--- src/rtl/lcd_bus_writer.sv ---
// HD44780 byte writer: a 4-deep {rs, byte} FIFO drained by a pin sequencer that
// plays each word as setup, E pulse, hold and execution wait.
module lcd_bus_writer #(
   parameter int unsigned T_SETUP     = 10,
   parameter int unsigned T_E_HIGH    = 1000,
   parameter int unsigned T_E_LOW     = 1000,
   parameter int unsigned T_EXEC      = 5000,
   parameter int unsigned T_EXEC_LONG = 200000
) (
   input  logic       clk,
   input  logic       reset_btn,
   input  logic       in_valid,
   output logic       in_ready,
   input  logic       in_rs,
   input  logic [7:0] in_data,
   output logic       busy,
   output logic [2:0] fifo_count,
   output logic       lcd_rs,
   output logic       lcd_rw,
   output logic       lcd_e,
   output logic [7:0] lcd_data
);

   localparam int unsigned DEPTH = 4;
   localparam int unsigned PTR_W = 2;
   localparam int unsigned CNT_W = 32;

   typedef struct packed {
      logic       rs;
      logic [7:0] data;
   } word_t;

   typedef enum logic [2:0] {
      S_IDLE   = 3'd0,
      S_SETUP  = 3'd1,
      S_E_HIGH = 3'd2,
      S_E_LOW  = 3'd3,
      S_EXEC   = 3'd4
   } state_t;

   state_t            state;
   state_t            state_nxt;
   logic [CNT_W-1:0]  timer;
   logic [CNT_W-1:0]  timer_nxt;
   word_t             fifo_mem [DEPTH];
   logic [PTR_W-1:0]  wr_ptr;
   logic [PTR_W-1:0]  rd_ptr;
   logic              push_c;
   logic              pop_c;
   logic              long_exec_c;
   logic [2:0]        count_nxt;
   logic              lcd_e_nxt;
   logic              lcd_rs_nxt;
   logic [7:0]        lcd_data_nxt;
   logic              busy_nxt;
   logic              in_ready_nxt;

   // Readiness uses the count before any same-cycle pop, so a full FIFO never accepts.
   assign push_c      = in_valid && (fifo_count < 3'(DEPTH));
   // Clear display and return home need the long execution wait.
   assign long_exec_c = !lcd_rs && (lcd_data inside {8'h01, 8'h02, 8'h03});

   // State register
   always_ff @(posedge clk) begin
      if (!reset_btn) begin
         state <= S_IDLE;
         timer <= '0;
      end else begin
         state <= state_nxt;
         timer <= timer_nxt;
      end
   end

   // Next-state and phase timer
   always_comb begin
      state_nxt = state;
      timer_nxt = timer;
      pop_c     = 1'b0;
      case (state)
         S_IDLE: begin
            if (fifo_count != 3'd0) begin
               pop_c     = 1'b1;
               state_nxt = S_SETUP;
               timer_nxt = CNT_W'(T_SETUP - 1);
            end
         end
         S_SETUP: begin
            if (timer == '0) begin
               state_nxt = S_E_HIGH;
               timer_nxt = CNT_W'(T_E_HIGH - 1);
            end else begin
               timer_nxt = timer - CNT_W'(1);
            end
         end
         S_E_HIGH: begin
            if (timer == '0) begin
               state_nxt = S_E_LOW;
               timer_nxt = CNT_W'(T_E_LOW - 1);
            end else begin
               timer_nxt = timer - CNT_W'(1);
            end
         end
         S_E_LOW: begin
            if (timer == '0) begin
               state_nxt = S_EXEC;
               timer_nxt = long_exec_c ? CNT_W'(T_EXEC_LONG - 1) : CNT_W'(T_EXEC - 1);
            end else begin
               timer_nxt = timer - CNT_W'(1);
            end
         end
         S_EXEC: begin
            if (timer == '0) begin
               state_nxt = S_IDLE;
            end else begin
               timer_nxt = timer - CNT_W'(1);
            end
         end
         default: begin
            state_nxt = S_IDLE;
            timer_nxt = '0;
         end
      endcase
   end

   // Next values of the registered outputs
   always_comb begin
      count_nxt    = fifo_count;
      lcd_rs_nxt   = lcd_rs;
      lcd_data_nxt = lcd_data;
      if (push_c && !pop_c) begin
         count_nxt = fifo_count + 3'd1;
      end else if (!push_c && pop_c) begin
         count_nxt = fifo_count - 3'd1;
      end
      if (pop_c) begin
         lcd_rs_nxt   = fifo_mem[rd_ptr].rs;
         lcd_data_nxt = fifo_mem[rd_ptr].data;
      end
      lcd_e_nxt    = (state_nxt == S_E_HIGH);
      busy_nxt     = (count_nxt != 3'd0) || (state_nxt != S_IDLE);
      in_ready_nxt = (count_nxt < 3'(DEPTH));
   end

   always_ff @(posedge clk) begin
      if (push_c) begin
         fifo_mem[wr_ptr] <= '{rs: in_rs, data: in_data};
      end
   end

   always_ff @(posedge clk) begin
      if (!reset_btn) begin
         wr_ptr     <= '0;
         rd_ptr     <= '0;
         fifo_count <= 3'd0;
         in_ready   <= 1'b1;
         busy       <= 1'b0;
         lcd_rs     <= 1'b0;
         lcd_rw     <= 1'b0;
         lcd_e      <= 1'b0;
         lcd_data   <= 8'h00;
      end else begin
         if (push_c) begin
            wr_ptr <= wr_ptr + PTR_W'(1);
         end
         if (pop_c) begin
            rd_ptr <= rd_ptr + PTR_W'(1);
         end
         fifo_count <= count_nxt;
         in_ready   <= in_ready_nxt;
         busy       <= busy_nxt;
         lcd_rs     <= lcd_rs_nxt;
         lcd_rw     <= 1'b0;
         lcd_e      <= lcd_e_nxt;
         lcd_data   <= lcd_data_nxt;
      end
   end

endmodule

--- config.mk ---
export PLATFORM = sky130hd
export DESIGN_NAME = lcd_bus_writer
export DESIGN_NICKNAME = d
export VERILOG_FILES = /design/src/rtl/lcd_bus_writer.sv
export SDC_FILE = /design/constraint.sdc
export NUM_CORES = 1
export LEC_CHECK = 0
export BUFFER_PORTS_ARGS = -buffer_cell sky130_fd_sc_hd__buf_2
export CAP_MARGIN = 5
export CORE_MARGIN = 2
export CORE_UTILIZATION = 55
export DETAILED_ROUTE_END_ITERATION = 12
export PLACE_DENSITY_LB_ADDON = 0.1
export SLEW_MARGIN = 20
export SYNTH_ARGS = -nofsm -noshare
export SYNTH_HDL_FRONTEND = slang
export SYNTH_SLANG_ARGS = --single-unit
--- constraint.sdc ---
create_clock -name clk -period 4.3 [get_ports clk]
set_input_delay 0.215 -clock clk [delete_from_list [all_inputs] [get_ports clk]]
set_output_delay 0.215 -clock clk [all_outputs]
set_load 0.01 [all_outputs]
# ---- Word-level counts from Yosys, hierarchy flattened
# Memories as Yosys holds them, arrays and structs flattened. A register that Yosys moved wholly into a read port is not among the register bits.
# Cells that the tools add are included.
dict set report classes {
  n_eq_ne 10
  add_sub_neg 5
  bitwise_logic 0
  shift 0
  reduce_logical 17
  n_mul 0
  n_mux 18
  div 0
  magnitude_cmp 2
}
# operator n
set op_table {}
lappend op_table {{$mux W32} 4}
lappend op_table {{$pmux W32 S4} 1}
lappend op_table {{$logic_not A32 Y1} 1}
lappend op_table {{$sub A32 B1 Y32 const B} 1}
lappend op_table {{$mux W3} 7}
lappend op_table {{$mux W18} 1}
lappend op_table {{$eq A8 B2 Y1 const B} 2}
lappend op_table {{$pmux W3 S5} 1}
lappend op_table {{$reduce_bool A3 Y1} 4}
lappend op_table {{$eq A3 B2 Y1 const B} 3}
lappend op_table {{$eq A8 B1 Y1 const B} 1}
lappend op_table {{$lt A3 B3 Y1 const B} 2}
lappend op_table {{$add A2 B1 Y2 const B} 2}
lappend op_table {{$logic_and A1 B1 Y1} 4}
lappend op_table {{$logic_not A1 Y1} 4}
lappend op_table {{$mux W1} 4}
lappend op_table {{$ne A2 B2 Y1 const B} 2}
lappend op_table {{$add A3 B1 Y3 const B} 1}
lappend op_table {{$eq A3 B1 Y1 const B} 1}
lappend op_table {{$eq A3 B3 Y1 const B} 1}
lappend op_table {{$logic_not A3 Y1} 1}
lappend op_table {{$sub A3 B1 Y3 const B} 1}
lappend op_table {{$reduce_and A2 Y1} 1}
lappend op_table {{$reduce_or A2 Y1} 1}
lappend op_table {{$logic_or A1 B1 Y1} 1}
dict set report word_totals {
  in_bits 12
  n_memories 1
  romBits 0
  out_inout_bits 16
  mem_bits_rw 36
  latchBits 0
  register_bits 45
  elab_cells 61
}
# memory depth width read_ports rd_clocked_by_memory_dff wr line_no
set memory_table {}
lappend memory_table {fifo_mem 4 9 1 1 1 45} ;# word_t fifo_mem [DEPTH];

# ---- Longest topological paths before layout
# Gate-level depths: netlist (run 1).
dict set report logic_depth {
  ltp_word 8
  mapped_depth 10
  mapped_depth_nobuf 8
}

# ---- Worst setup path before layout (run 1)
# OpenSTA, ideal clock, no wires.
dict set report synth_timing {
  path_kind {reg2reg}
  start {register timer[11]}
  end {register busy}
  stages_incl_launch_ff 10
  required_time_ps 4175
  t_arrival_ps 2575
  path_slack_ps 1600
  path_cell_list {dfxtp_1 > buf_6 > or4_4 > or3_1 > buf_2 > or4_4 > buf_6 > nand2_4 > nor2_2 > o41a_1}
}
dict set report synth_via {
  elab_chain_len 5
  word_cells_on_any_way 8
  cone_classes {mux: 5; reduce/logical: 3}
}
# element line_no
set synth_rtl {}
lappend synth_rtl {{start: declaration} 43} ;# logic [CNT_W-1:0] timer;
lappend synth_rtl {{start signal: assignment} 70} ;# timer <= timer_nxt;
lappend synth_rtl {{$logic_not A32 Y1 *} n/a}
lappend synth_rtl {{$mux W3 (on tied branches)} n/a}
lappend synth_rtl {{$pmux W3 S5 *} 79} ;# case (state)
lappend synth_rtl {{$reduce_bool A3 Y1 *} 140} ;# busy_nxt = (count_nxt != 3'd0) || (state_nxt != S_IDLE);
lappend synth_rtl {{$logic_or A1 B1 Y1 *} 140}
lappend synth_rtl {{end signal: assignment} 170} ;# busy <= busy_nxt;
lappend synth_rtl {{end: declaration} 16} ;# output logic busy,
# Every way passes the cells marked *; elsewhere a longest branch is shown, timed or not.
# A chain may end at the register's enable or synchronous reset.

# ---- Final worst setup path (run 1)
dict set report layout_timing {
  start {register timer[11]}
  end {register timer[10]}
}
dict set report layout_via {
  elab_chain_len 3
  word_cells_on_any_way 6
  cone_classes {eq/ne: 1; mux: 3; reduce/logical: 2}
}
# element line_no
set layout_rtl {}
lappend layout_rtl {{$logic_not A32 Y1 *} n/a}
lappend layout_rtl {{$mux W32 (tied with other cells)} 104} ;# if (timer == '0) begin
lappend layout_rtl {{$pmux W32 S4 or $reduce_and A2 Y1 (tied branches)} n/a}
# Marked as above.

==> results of run 1 <==
worst reg2reg max path, delay by kind of cell (launching register included):
kind | cells | cell delay, ns
AOI/OAI and AO/OA | 3 | 1.02
DFF | 1 | 0.39
and+or+nand+nor | 3 | 1.66
cell type report:
class	count	area [sq um]	share of cell area, %
Timing Repair Buffer	30	160.2	3.385
Inverter	10	37.54	0.7934
Sequential cell	90	2162	45.70
Multi-Input combinational cell	318	2019	42.69
Clock inverter	6	96.34	2.036
Tap cell	102	127.6	2.698
Clock buffer	10	127.6	2.698
Yosys cell counts (all sizes together), types with 4 or more instances:
library cell and number:
xnor2 7, o211ai 5, or3 7, nor2 43, inv 10, edfxtp 36
nand4 4, a21oi 16, dfxtp 54, nor2b 4, and2 9, nor4 14
mux4 9, nand2 57, nand3 18, o21ai 19, or4 9, nor3 24
ha 9, a21boi 9, clkbuf 14, xor2 16, buf 11
per-layer routing:
layer / routed length, um / track usage, %
met5: 0 / 0
met3: 609 / 3.417
met4: 163 / 7.475
met2: 3779 / 32.49
met1: 4597 / 36.05
cell families (layout without fill, tap and decap cells):
group                      Yosys count  in the layout
other                                1              1
muxes                               11             11
adders and majority gates            9              9
DFF                                 90             90
AOI/OAI and AO/OA                   71             71
xor gates and xnor gates            23             23
buffers and inverters               35             56
and+or+nand+nor                    203            203
how the worst max path moves through the flow:
stage              start         to  slack [ns]
2_1_floorplan  timer[11]       busy        1.60
3_3_place_gp   timer[11]   timer[7]        1.33
3_5_place_dp   timer[11]  timer[10]        1.23
4_1_cts        timer[11]  timer[10]        1.21
5_1_grt        timer[11]  timer[10]        0.95
6_report       timer[11]  timer[10]        1.16
registers in the layout, summed over array words and instances, names as in the netlist:
signal      count
fifo_mem       36
timer          32
lcd_data        8
fifo_count      3
state           3
rd_ptr          2
wr_ptr          2
busy            1
in_ready        1
lcd_e           1
lcd_rs          1
metrics by stage:
| stage | std cells | hold WS (ns) | area [sq um] | util, % |
|---|---|---|---|---|
| 2_1_floorplan | 443 | 0.3139 | 4334 | - |
| 3_3_place_gp | 550 | 0.4280 | 4507 | 58.63 |
| 3_5_place_dp | 550 | 0.4321 | 4507 | 58.63 |
| 4_1_cts | 566 | 0.06129 | 4731 | 61.54 |
| 5_1_grt | 566 | 0.06033 | 4731 | 61.54 |
| 6_report | 566 | 0.07243 | 4731 | 61.54 |
cell usage in the layout, fill, tap and decap left out, types with 9 or more instances in the layout:
master,n
nor3_1,23
clkbuf_8,9
nand3_1,18
xor2_1,16
nor4_1,14
edfxtp_1,36
ha_1,9
buf_2,26
and2_1,9
dfxtp_1,54
a21boi_0,9
nor2_1,42
nand2_1,56
a21oi_1,16
inv_1,10
mux4_2,9
o21ai_0,15
==> flow_metrics.env, run 1 <==
export IMPL_slew_violations=0
export IMPL_coreArea_sq_um=7687
export IMPL_vias_per_cell=5.880
export IMPL_grt_pass1_wl_um=15570
export IMPL_netlist_instances=443
export IMPL_reg2reg_depth=6
export IMPL_synth_flop_cell="dfxtp_1"
export IMPL_cts_htree_levels=3
export IMPL_rsz0062_at_grt="false"
export IMPL_yosysSeqAreaShare_pct=49.88
export IMPL_crit_required_ns=4.59
export IMPL_grt_pass1_vias=3169
export IMPL_fillers=659
export IMPL_crit_type="reg2reg"
export IMPL_crit_arrival_ns=3.43
export IMPL_cts_resized_gates=0
export IMPL_yosysWarnings=0
export IMPL_cts_root_buf="clkbuf_8"
export IMPL_maxCapViolations=0
export IMPL_postSynth_asyncResetShare_pct=0
export IMPL_crit_cells=6
export IMPL_max_stage_delay_ns=0.70
export IMPL_antenna_found_initial=0
export IMPL_areaGrowthSynthToFinish_pct=9.151
export IMPL_numCtsBuffers=9
export IMPL_grt_max_degree=33
export IMPL_die_x_um=92.77
export IMPL_grt_total_usage_pct=22.98
export IMPL_synth_area_mux_share_pct=5.167
export IMPL_place_congestion=0.8795
export IMPL_tritoncts="yes"
export IMPL_rows=32
export IMPL_min_to="fifo_mem[1][3]"
export IMPL_fin_nets=480
export IMPL_clkSlewWorstSetupHoldPaths_ns=0.10
export IMPL_initial_utilization_pct=56.38
export IMPL_ys_types=57
export IMPL_fin_crit_ns=3.138
export IMPL_synthesis_nets=464
export IMPL_drtIter0Drc=280
export IMPL_ios=28
export IMPL_holdPathStages=1
export IMPL_cts_hold_buf=0
export IMPL_critPathTopFamily="simple AND/OR/NAND/NOR gates"
export IMPL_synth_enable_flop_cells=36
export IMPL_slew_headroom_pct=47.30
export IMPL_crit_slowest_cell="o21ai_1"
export IMPL_tns_ns=0
export IMPL_cp_end_kind="flop"
export IMPL_cts_setup_buffers=0
export IMPL_dp_hpwl_um=6462
export IMPL_r2r_end="timer[10]"
export IMPL_synth_top_area_share_pct=24.94
export IMPL_finalCritPeriodShare_pct=72.97
export IMPL_avgSynthCellArea_sq_um=9.784
export IMPL_drtAntennaViolNets=0
export IMPL_min_delay_start="in_data[3]"
export IMPL_finClkSkew_ns=0.01273
export IMPL_synth_largest_area_cell="dfxtp_1"
export IMPL_synth_simple_area_share_pct=23.44
export IMPL_cts_sinks=90
export IMPL_die_h_um=92.77
export IMPL_drcViolationCount=0
export IMPL_fp_dieArea_sq_um=8606
export IMPL_reg2reg_setup_slack_ns=1.16
export IMPL_dp_slack_ns=1.231
export IMPL_routed_wl_um=9150
export IMPL_syn_cell_area_sq_um=4334
export IMPL_ys_seq_elements=90
export IMPL_yosys_area_share_adder_pct=2.598
export IMPL_hold_class="in2reg"
export IMPL_hold_viol=0
export IMPL_clock_latency_ns=0.35
export IMPL_status="complete, no violations"
export IMPL_grt_overflow=0
export IMPL_r2r_start="timer[11]"
export IMPL_firstDrtPassIters=5
export IMPL_port_buffers=26
export IMPL_synth_top_family_by_area="simple AND/OR/NAND/NOR gates"
export IMPL_critPathLaunchType="flop"
export IMPL_synth_compound_area_share_pct=10.54
export IMPL_fmax_ghz=0.3187
export IMPL_wl_per_cell_um=16.17
export IMPL_synth_top_cells_by_area="dfxtp_1, edfxtp_1, nand2_1, mux4_2, nor2_1"
export IMPL_clockBufferDepth=2
export IMPL_path_cells="or4_4 -> or3_1 -> or3_1 -> o21ai_1 -> o21ai_0 -> o21ai_1"
export IMPL_crit_fanout=12
export IMPL_setup_violations=0
export IMPL_setup_slack_ns=1.162
export IMPL_synth_xor_area_share_pct=4.648
export IMPL_tightestPinTransition_ns=0.7852
export IMPL_vias=3328
export IMPL_drive_gt1_share_pct=14.44
export IMPL_antennaDiodeCount=0
export IMPL_cp_num_buf_inv=0
Power of run 1 is left out: the tool's default activity adds up to more than one toggle a clock period on the data nets, which glitch-free logic cannot reach.
==> inputs of run 2 (changes only) <==
Clock period 4.3 ns to 3.04 ns, I/O delays scaled along.
==> run 2 against run 1 <==
Against the previous run: via count rose by 3.0%; first-iteration DRC count rose by 37%; clock skew fell by 0.0058 ns; design area rose by 2.8%; wire length rose by 4.6%; global-route usage rose by 0.88 points; critical path type unchanged; critical endpoint is now busy.
==> flow_metrics.env, run 2 (synthesis results as in run 1) <==
export IMPL_biggestRegsByFlops="fifo_mem x36, timer x32, lcd_data x8"
export IMPL_final_common_cell="nand2_1"
export IMPL_grt_pass1_wl_um=15960
export IMPL_drive_gt1_share_pct=15.63
export IMPL_setup_slack_ns=0.2300
export IMPL_ios=28
export IMPL_grt_total_usage_pct=23.86
export IMPL_crit_required_ns=3.29
export IMPL_drtIter0Drc=383
export IMPL_fin_nets=496
export IMPL_cpMostUsedCell="or4_4"
export IMPL_grtUsageMet3_pct=3.906
export IMPL_drtAntennaViolNets=0
export IMPL_crit_type="reg2reg"
export IMPL_cts_sinks=90
export IMPL_grt_overflow=0
export IMPL_cp_end_kind="flop"
export IMPL_fmax_ghz=0.3559
export IMPL_cts_root_buf="clkbuf_8"
export IMPL_crit_fanout=10
export IMPL_largest_register_ffs=36
export IMPL_initial_utilization_pct=56.38
export IMPL_fp_dieArea_sq_um=8606
export IMPL_routed_wl_um=9573
export IMPL_vias_per_cell=5.892
export IMPL_final_cell_mix="nand2_1, dfxtp_1, nor2_1, edfxtp_1, buf_2"
export IMPL_path_cells="or4_4 -> or3_1 -> or4_4 -> nand2_4 -> nor2_2 -> o41a_1"
export IMPL_cts_htree_levels=3
export IMPL_cts_resized_gates=0
export IMPL_crit_arrival_ns=3.06
export IMPL_hold_viol=0
export IMPL_dp_slack_ns=0.2778
export IMPL_antennaDiodeCount=0
export IMPL_coreArea_sq_um=7687
export IMPL_maxCapViolations=0
export IMPL_grtUsageMet1_pct=35.78
export IMPL_numCtsBuffers=9
export IMPL_max_stage_delay_ns=0.67
export IMPL_dp_hpwl_um=6595
export IMPL_status="complete, no violations"
export IMPL_grt_pass1_vias=3214
export IMPL_vias=3429
export IMPL_finalCritPeriodShare_pct=92.43
export IMPL_rsz0062_at_grt="false"
export IMPL_grt_busiest_layer="met1"
export IMPL_tritoncts="yes"
export IMPL_grt_max_degree=33
export IMPL_setup_violations=0
export IMPL_port_buffers=26
export IMPL_wl_per_cell_um=16.45
export IMPL_slew_violations=0
export IMPL_fin_cells=582
export IMPL_fin_crit_ns=2.810
export IMPL_regMostFlops="fifo_mem"
export IMPL_die_h_um=92.77
export IMPL_place_congestion=0.9649
export IMPL_tightestPinTransition_ns=0.6916
export IMPL_clkSlewWorstSetupHoldPaths_ns=0.09
export IMPL_firstDrtPassIters=5
export IMPL_critPathLaunchType="flop"
export IMPL_met2_usage_pct=34.00
export IMPL_tns_ns=0
export IMPL_crit_slowest_cell="or4_4"
export IMPL_dp_cells=558
export IMPL_clockBufferDepth=2
export IMPL_antenna_found_initial=0
export IMPL_drcViolationCount=0
export IMPL_rows=32
export IMPL_hold_class="in2reg"
export IMPL_die_x_um=92.77
export IMPL_areaGrowthSynthToFinish_pct=12.15
export IMPL_clock_latency_ns=0.36
export IMPL_finClkSkew_ns=0.006977
export IMPL_slew_headroom_pct=53.80
==> run 2: final timing paths <==
path,startpoint,end,slack [ns],cells past startpoint
worst max-delay path,timer[11],busy,0.23,6
worst max register to register,timer[11],busy,0.23,6
worst min-delay path,in_data[2],fifo_mem[3][2],0.008,1
worst min register to register,timer[7],timer[7],0.49,2
==> run 2: routing by layer <==
| metal | vias up | routed length (um) |
|---|---|---|
| met5 | - | 0 |
| met4 | 0 | 192 |
| met3 | 15 | 673 |
| met2 | 141 | 4043 |
| met1 | 1602 | 4662 |
| li1 | 1671 | - |
==> run 2: per-stage QoR <==
stage / hold WS [ns] / instance area [sq um] / util [%]
finish: 0.008282 / 4861 / 63.23
global route: 0.01270 / 4861 / 63.23
CTS: 0.002154 / 4851 / 63.10
detailed placement: 0.3670 / 4579 / 59.57
global placement: 0.3650 / 4579 / 59.57
floorplan: 0.2509 / 4334 / -
==> run 2: cell type report <==
type	count	area, sq um
Timing Repair Buffer	46	312.8
Fill cell	654	2826
Clock inverter	6	73.82
Sequential cell	90	2162
Clock buffer	10	127.6
Multi-Input combinational cell	318	2019
Tap cell	102	127.6
Inverter	10	37.54
==> run 2: worst max-delay path: cells and delay by family (launching register included) <==
kind            cells  cell delay (ns)
flops               1             0.39
compound gates      1             0.36
simple gates        5             1.94
==> run 2: what timing repair did <==
action,4_1_cts,5_1_grt
hold endpoints to repair,26,4
hold buffers,7,1
buffers inserted,0,0
Power of run 2 is left out for the same reason.
==> inputs of run 3 (changes only) <==
Settings changed: ABC_AREA set to 1.
==> run 3 against run 2 <==
Against the previous run: register-to-register slack improved by 0.57 ns; first-iteration DRC count fell by 57%; die area up 4.9%; via count up 10%; sequential cell count did not move; largest cell class unchanged; highest routed layer unchanged; global-route usage fell by 0.91 points; final cell count grew 24%.
==> flow_metrics.env, run 3 <==
export IMPL_switching_share_pct=50.53
export IMPL_grt_max_degree=24
export IMPL_postSynth_asyncResetShare_pct=0
export IMPL_critPathLaunchType="flop"
export IMPL_synth_flop_cell="dfxtp_1"
export IMPL_utilization_pct=61.76
export IMPL_grt_total_usage_pct=22.95
export IMPL_grt_pass1_wl_um=16130
export IMPL_drive_gt1_share_pct=13.11
export IMPL_max_stage_delay_ns=0.43
export IMPL_yosysSeqAreaShare_pct=47.46
export IMPL_rsz0062_at_grt="false"
export IMPL_areaGrowthSynthToFinish_pct=10.27
export IMPL_antennaDiodeCount=0
export IMPL_cts_htree_levels=3
export IMPL_firstDrtPassIters=5
export IMPL_crit_fanout=21
export IMPL_numCtsBuffers=9
export IMPL_power_w=0.006143
export IMPL_synth_top_cells_by_area="dfxtp_1, edfxtp_1, nor2_1, nand2_1, o21ai_0"
export IMPL_ys_types=42
export IMPL_synthTopCellsByCount="nor2_1, nand2_1, dfxtp_1, inv_1, o21ai_0"
export IMPL_fin_crit_ns=2.244
export IMPL_crit_arrival_ns=2.56
export IMPL_dp_hpwl_um=7216
export IMPL_grt_overflow=0
export IMPL_drtIter0Drc=164
export IMPL_drtAntennaViolNets=0
export IMPL_min_to="busy"
export IMPL_finClkSkew_ns=0.007896
export IMPL_comb_power_share_pct=57.8
export IMPL_largest_register_ffs=36
export IMPL_p_int_w=0.003039
export IMPL_syn_cell_area_sq_um=4556
export IMPL_r2r_start="fifo_count[0]"
export IMPL_hold_viol=0
export IMPL_peakVddDrop_v=0.0004281
export IMPL_regMostFlops="fifo_mem"
export IMPL_avgSynthCellArea_sq_um=7.841
export IMPL_ios=28
export IMPL_routed_wl_um=9839
export IMPL_crit_required_ns=3.35
export IMPL_maxCapViolations=0
export IMPL_coreArea_sq_um=8134
export IMPL_die_h_um=95.01
export IMPL_p_sw_w=0.003104
export IMPL_r2r_end="busy"
export IMPL_clkSlewWorstSetupHoldPaths_ns=0.10
export IMPL_power_density_nw_per_um2=1223
export IMPL_cts_sinks=90
export IMPL_ys_seq_elements=90
export IMPL_final_cell_mix="nor2_1, nand2_1, dfxtp_1, inv_1, o21ai_0"
export IMPL_antenna_found_initial=0
export IMPL_hold_slack_ns=0.1572
export IMPL_seqCellArea_sq_um=2162
export IMPL_vias=3779
export IMPL_final_common_cell="nor2_1"
export IMPL_holdPathStages=3
export IMPL_cts_root_buf="clkbuf_8"
export IMPL_cp_end_kind="flop"
export IMPL_tritoncts="yes"
export IMPL_setup_violations=0
export IMPL_fmax_ghz=0.4456
export IMPL_path_cells="inv_1 -> ha_1 -> nand2_1 -> nand3_1 -> inv_1 -> nand2_1 -> nand2_1 -> xor2_1 -> inv_1 -> nand4_1 -> nand2_1 -> inv_1"
export IMPL_clockBufferDepth=2
export IMPL_status="complete, no violations"
export IMPL_pwr_share_seq_pct=29.1
export IMPL_netlist_instances=581
export IMPL_biggestRegsByFlops="fifo_mem x36, timer x32, lcd_data x8"
export IMPL_multiInputGateArea_sq_um=2098
export IMPL_port_buffers=26
export IMPL_fin_nets=634
export IMPL_place_congestion=0.8926
export IMPL_power_leakage_nw=2.204
export IMPL_tns_ns=0
export IMPL_drcViolationCount=0
export IMPL_initial_utilization_pct=56.01
export IMPL_grt_pass1_vias=3557
export IMPL_synthesis_nets=602
export IMPL_synth_most_common_cell="nor2_1"
export IMPL_finalCritPeriodShare_pct=73.82
export IMPL_reg2reg_setup_slack_ns=0.80
export IMPL_p_clk_share_pct=13.1
export IMPL_rows=33
export IMPL_die_x_um=95.01
export IMPL_slew_headroom_pct=38.55
export IMPL_synth_largest_area_cell="dfxtp_1"
export IMPL_crit_slowest_cell="inv_1"
export IMPL_slew_violations=0
export IMPL_min_delay_start="reset_btn"
export IMPL_synth_top_area_share_pct=23.73
export IMPL_synth_enable_flop_cells=36
export IMPL_tightestPinTransition_ns=0.9184
export IMPL_wl_per_cell_um=13.61
export IMPL_reg2reg_depth=12
export IMPL_vias_per_cell=5.227
export IMPL_crit_type="reg2reg"
export IMPL_clock_latency_ns=0.36
export IMPL_hold_class="in2reg"
export IMPL_fillers=752
export IMPL_yosysWarnings=0
export IMPL_fp_dieArea_sq_um=9027
run 3: layer usage:
metal	GRT usage [%]	share of wire (%)	wire length, um
met5	0	0	0
met4	7.488	1.2	120
met3	3.241	3.6	358
met1	28.08	45	4394
met2	41.61	50	4965
run 3: kinds of logic (layout without fill, tap and decap cells):
family,Yosys count,after routing,share of synthesized area (%)
AND/OR/NAND/NOR,301,301,29.17
AO/OA/AOI/OAI,91,91,11.07
flip-flops,90,90,47.46
buffers and inverters,72,109,6.482
XOR/XNOR,17,17,3.268
adder cells (fa/ha/maj),9,9,2.472
other,1,1,0.08232
run 3: worst max-delay path: cells and delay by family, from the launching register on:
kind / cells / cell delay, ns
simple gates: 6 / 0.73
buf+inv: 4 / 0.65
flops: 1 / 0.41
xor+xnor: 1 / 0.21
fa+ha+maj: 1 / 0.19
run 3: repair_timing:
action,in CTS,in global routing
hold endpoints to repair,34,0
hold buffers,9,0
gates resized for setup,0,0
setup endpoints to repair,0,0
buffers inserted,0,0
run 3: power groups by stage:
stage               Clock, W  Combinational, W  Sequential, W
global placement           0           0.00345        0.00181
detailed placement         0           0.00351        0.00182
floorplan                  0           0.00286        0.00175
global route        0.000857           0.00402        0.00183
finish              0.000804           0.00355        0.00179
CTS                 0.000818           0.00354        0.00179
run 3: through the flow:
stage                     cells  setup slack [ns]  cell area, sq um
after CTS                   723            0.8080              5024
final                       723            0.7960              5024
after global placement      698             1.025              4742
after detailed placement    698            0.8376              4742
after global routing        723            0.5512              5024
after floorplan             581             1.396              4556
run 3: how the worst max path moves through the flow:
stage | from | to | slack (ns) | cells after the start
floorplan | timer[0] | timer[1] | 1.40 | 12
global placement | timer[0] | timer[19] | 1.03 | 10
detailed placement | fifo_count[0] | busy | 0.84 | 12
CTS | fifo_count[0] | busy | 0.81 | 12
global route | fifo_count[0] | busy | 0.55 | 12
finish | fifo_count[0] | busy | 0.80 | 12
run 3: area by class of cell:
cell class                      count  area share, %
Timing Repair Buffer               35          4.384
Tap cell                          105          2.615
Inverter                           58          4.384
Sequential cell                    90          43.04
Multi-Input combinational cell    419          41.77
Clock inverter                      7          1.345
Clock buffer                        9          2.466
(Power assumes the default switching activity.)
